## src/rtl/gate_out_serializer.sv

```systemverilog
// gate_out_serializer: captures dot_prod result vectors into a two-bank
// ping-pong buffer and streams them one Qn.m element per cycle on a
// valid/ready interface. A vector that arrives while both banks are full is
// dropped and flagged on the sticky overrun output.
module gate_out_serializer #(
  parameter int NROW            = 16,
  parameter int QN              = 6,
  parameter int QM              = 11,
  parameter int BITWIDTH        = QN + QM + 1,
  parameter int MEMORY_BITWIDTH = BITWIDTH * NROW
) (
  input  logic                       clock,
  input  logic                       reset,
  input  logic                       dataReady,
  input  logic [MEMORY_BITWIDTH-1:0] outputVec,
  output logic [BITWIDTH-1:0]        out_data,
  output logic                       out_valid,
  input  logic                       out_ready,
  output logic                       out_last,
  output logic                       busy,
  output logic                       overrun
);

  localparam int             IW       = (NROW > 1) ? $clog2(NROW) : 1;
  localparam logic [IW-1:0]  LAST_IDX = IW'(NROW - 1);
  localparam logic           SINGLE   = (NROW == 1);

  // Per-element view of the incoming vector
  logic [NROW-1:0][BITWIDTH-1:0] lanes;

  genvar k;
  generate
    for (k = 0; k < NROW; k++) begin : g_lane
      assign lanes[k] = outputVec[k*BITWIDTH +: BITWIDTH];
    end
  endgenerate

  logic [NROW-1:0][BITWIDTH-1:0] mem [2];
  logic [1:0]    full;
  logic          wr;       // bank the next capture goes into
  logic          rd;       // bank currently being serialized
  logic [IW-1:0] idx;      // index of the element held in out_data
  logic [IW-1:0] idx_inc;
  logic          dr_q;

  logic capture, hs, last_hs, wr_free, accept, nxt_bank, load_next;

  assign capture   = dataReady & ~dr_q;
  assign hs        = out_valid & out_ready;
  assign last_hs   = hs & (idx == LAST_IDX);
  // A bank freed by this cycle's final handshake can be refilled in the same
  // cycle, so a back-to-back arrival with both banks full is not an overrun.
  assign wr_free   = ~full[wr] | (last_hs & (rd == wr));
  assign accept    = capture & wr_free;
  assign nxt_bank  = last_hs ? ~rd : rd;
  assign load_next = hs & (idx != LAST_IDX);
  assign idx_inc   = idx + 1'b1;
  assign busy      = |full;

  // Registered copy of dataReady for rising-edge detection
  always_ff @(posedge clock or posedge reset) begin
    if (reset) dr_q <= 1'b0;
    else       dr_q <= dataReady;
  end

  // Bank occupancy, write pointer and sticky overrun; a set on the freed bank wins
  always_ff @(posedge clock or posedge reset) begin
    if (reset) begin
      full    <= 2'b00;
      wr      <= 1'b0;
      overrun <= 1'b0;
    end else begin
      if (last_hs) full[rd] <= 1'b0;
      if (accept) begin
        full[wr] <= 1'b1;
        wr       <= ~wr;
      end
      if (capture & ~wr_free) overrun <= 1'b1;
    end
  end

  // Bank storage; contents are only meaningful while the bank is full
  always_ff @(posedge clock) begin
    if (accept) mem[wr] <= lanes;
  end

  // Output register: next element of the same bank on a handshake, or element 0
  // of the next full bank when idle or after the final handshake (no bubble)
  always_ff @(posedge clock or posedge reset) begin
    if (reset) begin
      out_data  <= '0;
      out_valid <= 1'b0;
      out_last  <= 1'b0;
      idx       <= '0;
      rd        <= 1'b0;
    end else if (load_next) begin
      out_data <= mem[rd][idx_inc];
      idx      <= idx_inc;
      out_last <= (idx_inc == LAST_IDX);
    end else if (~out_valid | last_hs) begin
      rd  <= nxt_bank;
      idx <= '0;
      if (full[nxt_bank]) begin
        out_data  <= mem[nxt_bank][0];
        out_valid <= 1'b1;
        out_last  <= SINGLE;
      end else begin
        out_valid <= 1'b0;
        out_last  <= 1'b0;
      end
    end
  end

endmodule

```

## config.mk

```make
export PLATFORM = sky130hd
export DESIGN_NAME = gate_out_serializer
export DESIGN_NICKNAME = d
export VERILOG_FILES = /design/src/rtl/gate_out_serializer.sv
export SDC_FILE = /design/constraint.sdc
export NUM_CORES = 1
export LEC_CHECK = 0
export ABC_AREA = 0
export BUFFER_PORTS_ARGS = -buffer_cell sky130_fd_sc_hd__buf_2
export CAP_MARGIN = 20
export CORE_ASPECT_RATIO = 0.9
export CORE_UTILIZATION = 50
export CTS_CLUSTER_SIZE = 14
export DETAILED_ROUTE_END_ITERATION = 8
export PLACE_DENSITY = 0.71
export SYNTH_ARGS = -nofsm -noshare
export SYNTH_HDL_FRONTEND = slang
export SYNTH_SLANG_ARGS = --single-unit
```

## constraint.sdc

```tcl
create_clock -name clock -period 62.2 [get_ports clock]
set_clock_uncertainty 0.2 [all_clocks]
set_input_delay 3.11 -clock clock [delete_from_list [all_inputs] [get_ports clock]]
set_output_delay 3.11 -clock clock [all_outputs]
set_load 0.01 [all_outputs]
```

# Word-level counts from Yosys, hierarchy flattened
# Memories as Yosys holds them, arrays and structs flattened.
# Index checks and enable logic that the tools add are counted.
[word_totals]
rom_bits = 0
ramBits = 576
elab_cells = 70
out_inout_bits = 22
in_bits = 292
n_memories = 1
latch_bits = 0
reg_bits = 30
[classes]
mul = 0
shifts = 0
n_reduce_logical = 7
n_div = 0
n_lt_le_gt_ge = 6
eq_ne = 4
bitwise_logic = 19
add_sub_neg = 1
n_mux = 23
[memory_table]
columns = ["name", "depth", "width", "read_ports", "rd_clocked_by_memory_dff", "wr", "line_no", "rtl"]
rows = [
  ["mem", 2, 288, 2, 0, 1, "38", "logic [NROW-1:0][BITWIDTH-1:0] mem [2];"],
]
[op_table]
columns = ["operator", "n"]
rows = [
  ["binary-select mux 18 bit (select 4 bit)", 1],
  ["two-way mux 18 bit", 4],
  ["two-way mux 1 bit", 12],
  ["== test 4 bit, second input constant", 2],
  ["two-way mux 4 bit", 2],
  ["AND 1 bit", 7],
  ["inverter 1 bit", 7],
  ["< comparator 1 x 2 -> 1 bit, second input constant", 3],
  ["< comparator 4 x 5 -> 1 bit, second input constant", 1],
  ["adder 4 x 1 -> 4 bit, second input constant", 1],
  ["two-way mux 2 bit", 2],
  ["inequality test 4 bit, second input constant", 1],
  ["AND reduction 2 bit", 2],
  ["nonzero test 2 bit", 2],
  ["AND 2 bit", 1],
  ["demux 1 bit (select 1 bit)", 2],
  [">= comparator 1 bit, second input constant", 2],
  ["logical AND 1 bit", 2],
  ["inverter 2 bit", 1],
  ["OR 1 bit", 2],
  ["OR 2 bit", 1],
  ["OR reduction 2 bit", 1],
  ["== test 1 bit", 1],
]

# Logic depth before layout (Yosys ltp)
[depth]
ltp_word = 9
mapped_depth = 11

# Worst setup path before layout
# No wires, ideal clock.
[synth_timing]
kind = "input to register"
from = "input out_ready"
to = "memory mem[0][0] (netlist bit), enable pin"
t_required_ps = 60638
slack_ps = 35928
path_stages = 4
arrival_time_ps = 24710
cell_sequence = "nand2_1 or3_1 clkbuf_1 a211oi_1"
[synth_via]
elab_chain_len = 7
[synth_rtl]
columns = ["item", "line_no", "rtl"]
rows = [
  ["start, declared", "18", "input logic out_ready,"],
  ["AND 1 bit", "49", "assign hs = out_valid & out_ready;"],
  ["AND 1 bit", "50", "assign last_hs = hs & (idx == LAST_IDX);"],
  ["AND 1 bit", "53", "assign wr_free = ~full[wr] | (last_hs & (rd == wr));"],
  ["OR 1 bit", "53", ""],
  ["AND 1 bit", "54", "assign accept = capture & wr_free;"],
  ["two-way mux 1 bit", "84", "if (accept) mem[wr] <= lanes;"],
  ["two-way mux 1 bit (implied by the code)", "84", ""],
  ["end, declared", "38", ""],
]
# No other way between the ends.

# Worst setup path in the final report
[layout_timing]
from = "input out_ready"
to = "memory mem[0][140] (netlist bit), enable pin"
# Same word-level chain as after synthesis.

==> reports/metrics.sh <==
REG2REGPATHDEPTH=7
DESIGN.FINAL.NETS=1656
AVGSYNTHCELLAREA_UM2=23.0
FIN_WORST_HOLD_SLACK_PS=291
CLK_ROOT_BUFFER_CELL='sky130_fd_sc_hd__clkbuf_16'
NFILLCELLS=3334
MAPPEDNETLISTNETS=1323
TRITONCTS.NUM_BUFFERS=58
POSTLAYOUTCOREUTIL=0.594
FINALCRITPERIODSHARE=0.114
CLOCK_TREE_BUF_DEPTH=3
DRT_ITER0_DRC=894
P_COMB_FRAC=0.245
PRECTSSETUPSLACK_PS=54450
WIRELENGTH_UM=51800
GLOBALROUTE.TOTALOVERFLOW=0
WORSTHOLDENDPOINT='overrun$_DFFE_PP0P_'
GRT_SETUP_UNREPAIRED='false'
MIN_DELAY_PATH_DEPTH=1
GRT_START_MAX_NET_PINS=175
CP_DATA_ARRIVAL_TIME_PS=7140
GRT_PASS1_WL_UM=76600
POWER.NET_SWITCHING_uW=305
FINALPOWER_mW=1.08
DESIGN.PORTCOUNT=314
SYNTH-ASYNC-RESET-RATIO=0.0495
PLACEDINSTANCEAREA_UM2=25800
NUMBER_OF_FLOPS_MAPPED_TO_ENABLE_CELLS_BY_YOSYS=576
POSTLAYOUTSETUPSLACKWORST_PS=55080
CTS_TREE='done'
FINAL_AREA_UM2=27700
CLOCKPOWERSHARE=0.318
CTS.HOLD.BUFFERS_ADDED=0
WORSTSETUPSTARTPOINTTYPE='input pin'
PORTBUFFERS=313
SETUP_VIOL=0
CTS-HTREE-LEVELS=2
CAP_VIOL_MAX_COUNT=0
IR_DROP_WORST_CASE_VDD_mV=0.0264
AREA_OF_THE_DIE_UM2=48100
LAYOUT_COMMONEST_CELL='sky130_fd_sc_hd__edfxtp_1'
SYNTH_FF_TYPE='sky130_fd_sc_hd__edfxtp_1'
GLOBALPLACE.CONGESTION=0.808
YS.WARNINGS.COUNT=0
FINAL_MAX_SLEW_VIOL_COUNT=0
SYN-INSTANCE-COUNT=1029
LAYOUT.CELLS.MOST_COMMON_LIST='sky130_fd_sc_hd__edfxtp_1 (576), sky130_fd_sc_hd__buf_2 (313), sky130_fd_sc_hd__mux4_2 (160), sky130_fd_sc_hd__clkbuf_16 (58), sky130_fd_sc_hd__mux2i_1 (38)'
PWR-SHARE-SEQ=0.437
FLOORPLAN.INITIALDENSITY=0.507
CORE.ROWCOUNT=75
SETUP.WORST_PATH.CLASS='input pin to flop'
FIRST_GLOBAL_VIAS=12300
WORST-SLEW-PIN-TRANSITION_PS=1150
MAX_CLOCK_FREQ_MHz=140
FINAL_ANTENNA_NET_COUNT=0
REGTOREGENDPOINT='mem[0][140]$_DFFE_PP_'
DRCVIOLATIONCOUNT=0
FINAL_LAYOUT_SIZE_SUFFIX_GT1_FRAC=0.425
POST_CTS_RESIZED=0
PLACE.DETAILED.INSTANCES=1918
NETLIST-CELL-TYPE-COUNT=49
SYNTH.CELL_AREA_UM2=23600
DIE_H_UM=208
FP.DIEW_UM=231
VIAS=11700
CLOCK_PIN_TRANSITION_ON_THE_WORST_SETUP_AND_HOLD_TIMING_PATHS_PS=70
STATUS='completed'
SYN_TO_FINAL_GROWTH_PCT=17.3
WL_PER_CELL_UM=25.4
PATH_MAX_FANOUT=80
YOSYS_REGISTER_BITS=606
POST_CTS.REPAIR.SETUP_BUFFERS=0
PERIOD_MINUS_SLACK_PS=7120
SYNTH_SEQUENTIAL_AREA_RATIO=0.764
CRIT_PATH_END_KIND='flop'
FIN_TNS_SETUP_PS=0
DP.FINAL_HPWL_UM=34100
INITIAL_ANTENNA_VIOLATION_COUNT=27
PLACEABLECOREAREA_UM2=46600
HOLD_VIOL=0
LEAKAGEPOWER_nW=9.23
INTPOWER_uW=770
SWITCHING_SHARE=0.284
AVGVIACOUNTPERCELL=5.71
DRT_FIRST_PASS_ITERS=5
MIN_FROM='overrun$_DFFE_PP0P_'
MAX_SLEW_MARGIN=0.237
CTS.SINK_COUNT=606
NON_FILLER_INSTANCE_COUNT_AFTER_LAYOUT=2043
GR-USAGE-ALL-LAYERS=0.220
SETUP.REG_TO_REG.WORST_SLACK_PS=56490
WORSTHOLDPATHTYPE='flop to flop'
POWER_DENSITY_nW_PER_UM2=38.8
R2R_PATH_START='idx[0]$_DFFE_PP0P_'
INSERTION_DELAY_PS=610
WORST_EP_REQUIRED_TIME_PS=62220
## critical path, stage by stage
cell	delay [ps]
sky130_fd_sc_hd__buf_2	130
sky130_fd_sc_hd__nand2_1	120
sky130_fd_sc_hd__or3_1	720
sky130_fd_sc_hd__a211oi_4	350
sky130_fd_sc_hd__buf_4	660
sky130_fd_sc_hd__buf_4	940
sky130_fd_sc_hd__buf_4	930
## power by group through the flow
| stage | sequential, mW | clock [mW] | combinational, mW |
|---|---|---|---|
| final | 0.470 | 0.342 | 0.264 |
| after floorplan | 0.475 | 0 | 0.185 |
| after global placement | 0.478 | 0 | 0.269 |
| after CTS | 0.470 | 0.349 | 0.270 |
| after global routing | 0.471 | 0.363 | 0.280 |
| after detailed placement | 0.479 | 0 | 0.269 |
## sequential cells by signal, indices dropped and copies added (netlist names)
register,count
mem,576
out_valid,1
idx,4
out_last,1
out_data,18
wr,1
rd,1
full,2
dr_q,1
overrun,1
## cell type report
cell class	instances	area, µm²	area share
diodes	17	42.5	0.00154
multi-input cells	362	5270	0.190
well taps	616	771	0.0278
clock inverters	36	327	0.0118
repair buffers	331	1730	0.0623
clock buffers	72	1500	0.0543
inverters	3	11.3	0.000406
flip-flops and latches	606	18100	0.652
## kinds of logic (layout without fill, tap and decap cells)
logic type                 count (synthesis)  in the layout  share of synthesized area
AOI/OAI and AO/OA                         70             70                     0.0270
muxes                                    202            202                      0.171
and+or+nand+nor                           85             85                     0.0198
other                                      0             17                          0
buffers and inverters                     61            442                     0.0152
DFF                                      606            606                      0.764
adders and majority gates                  2              2                    0.00106
xor gates and xnor gates                   3              3                    0.00191
## how the worst max path moves through the flow
stage,from,to
final,out_ready,mem[0][140]$_DFFE_PP_
after global routing,out_ready,mem[0][140]$_DFFE_PP_
after CTS,out_ready,mem[0][186]$_DFFE_PP_
after detailed placement,out_ready,mem[0][122]$_DFFE_PP_
after floorplan,out_ready,mem[0][0]$_DFFE_PP_
after global placement,out_ready,mem[0][182]$_DFFE_PP_
## synth_stat cells (all sizes together), types with 5 or more instances
cell type  number  area [µm²]
o32a           17         170
a31oi          17         106
o21ai           6        30.0
mux2i          38         380
edfxtp        576       17300
a21oi           5        28.8
clkbuf         18        68.8
buf            40         279
dfrtp          30         751
nand2          25        96.4
mux4          161        3630
nand3           5        42.5
a41oi          18         248
and4           17         149
nor2           23        88.8
## metal layers
metal	GRT usage	vias up	share of wire
met4	0.0728	26	0.027
met5	0	-	0.0031
li1	-	5121	-
met1	0.293	6032	0.39
met3	0.0710	94	0.092
met2	0.345	397	0.49
No activity file was read; power rests on OpenSTA's default activity.
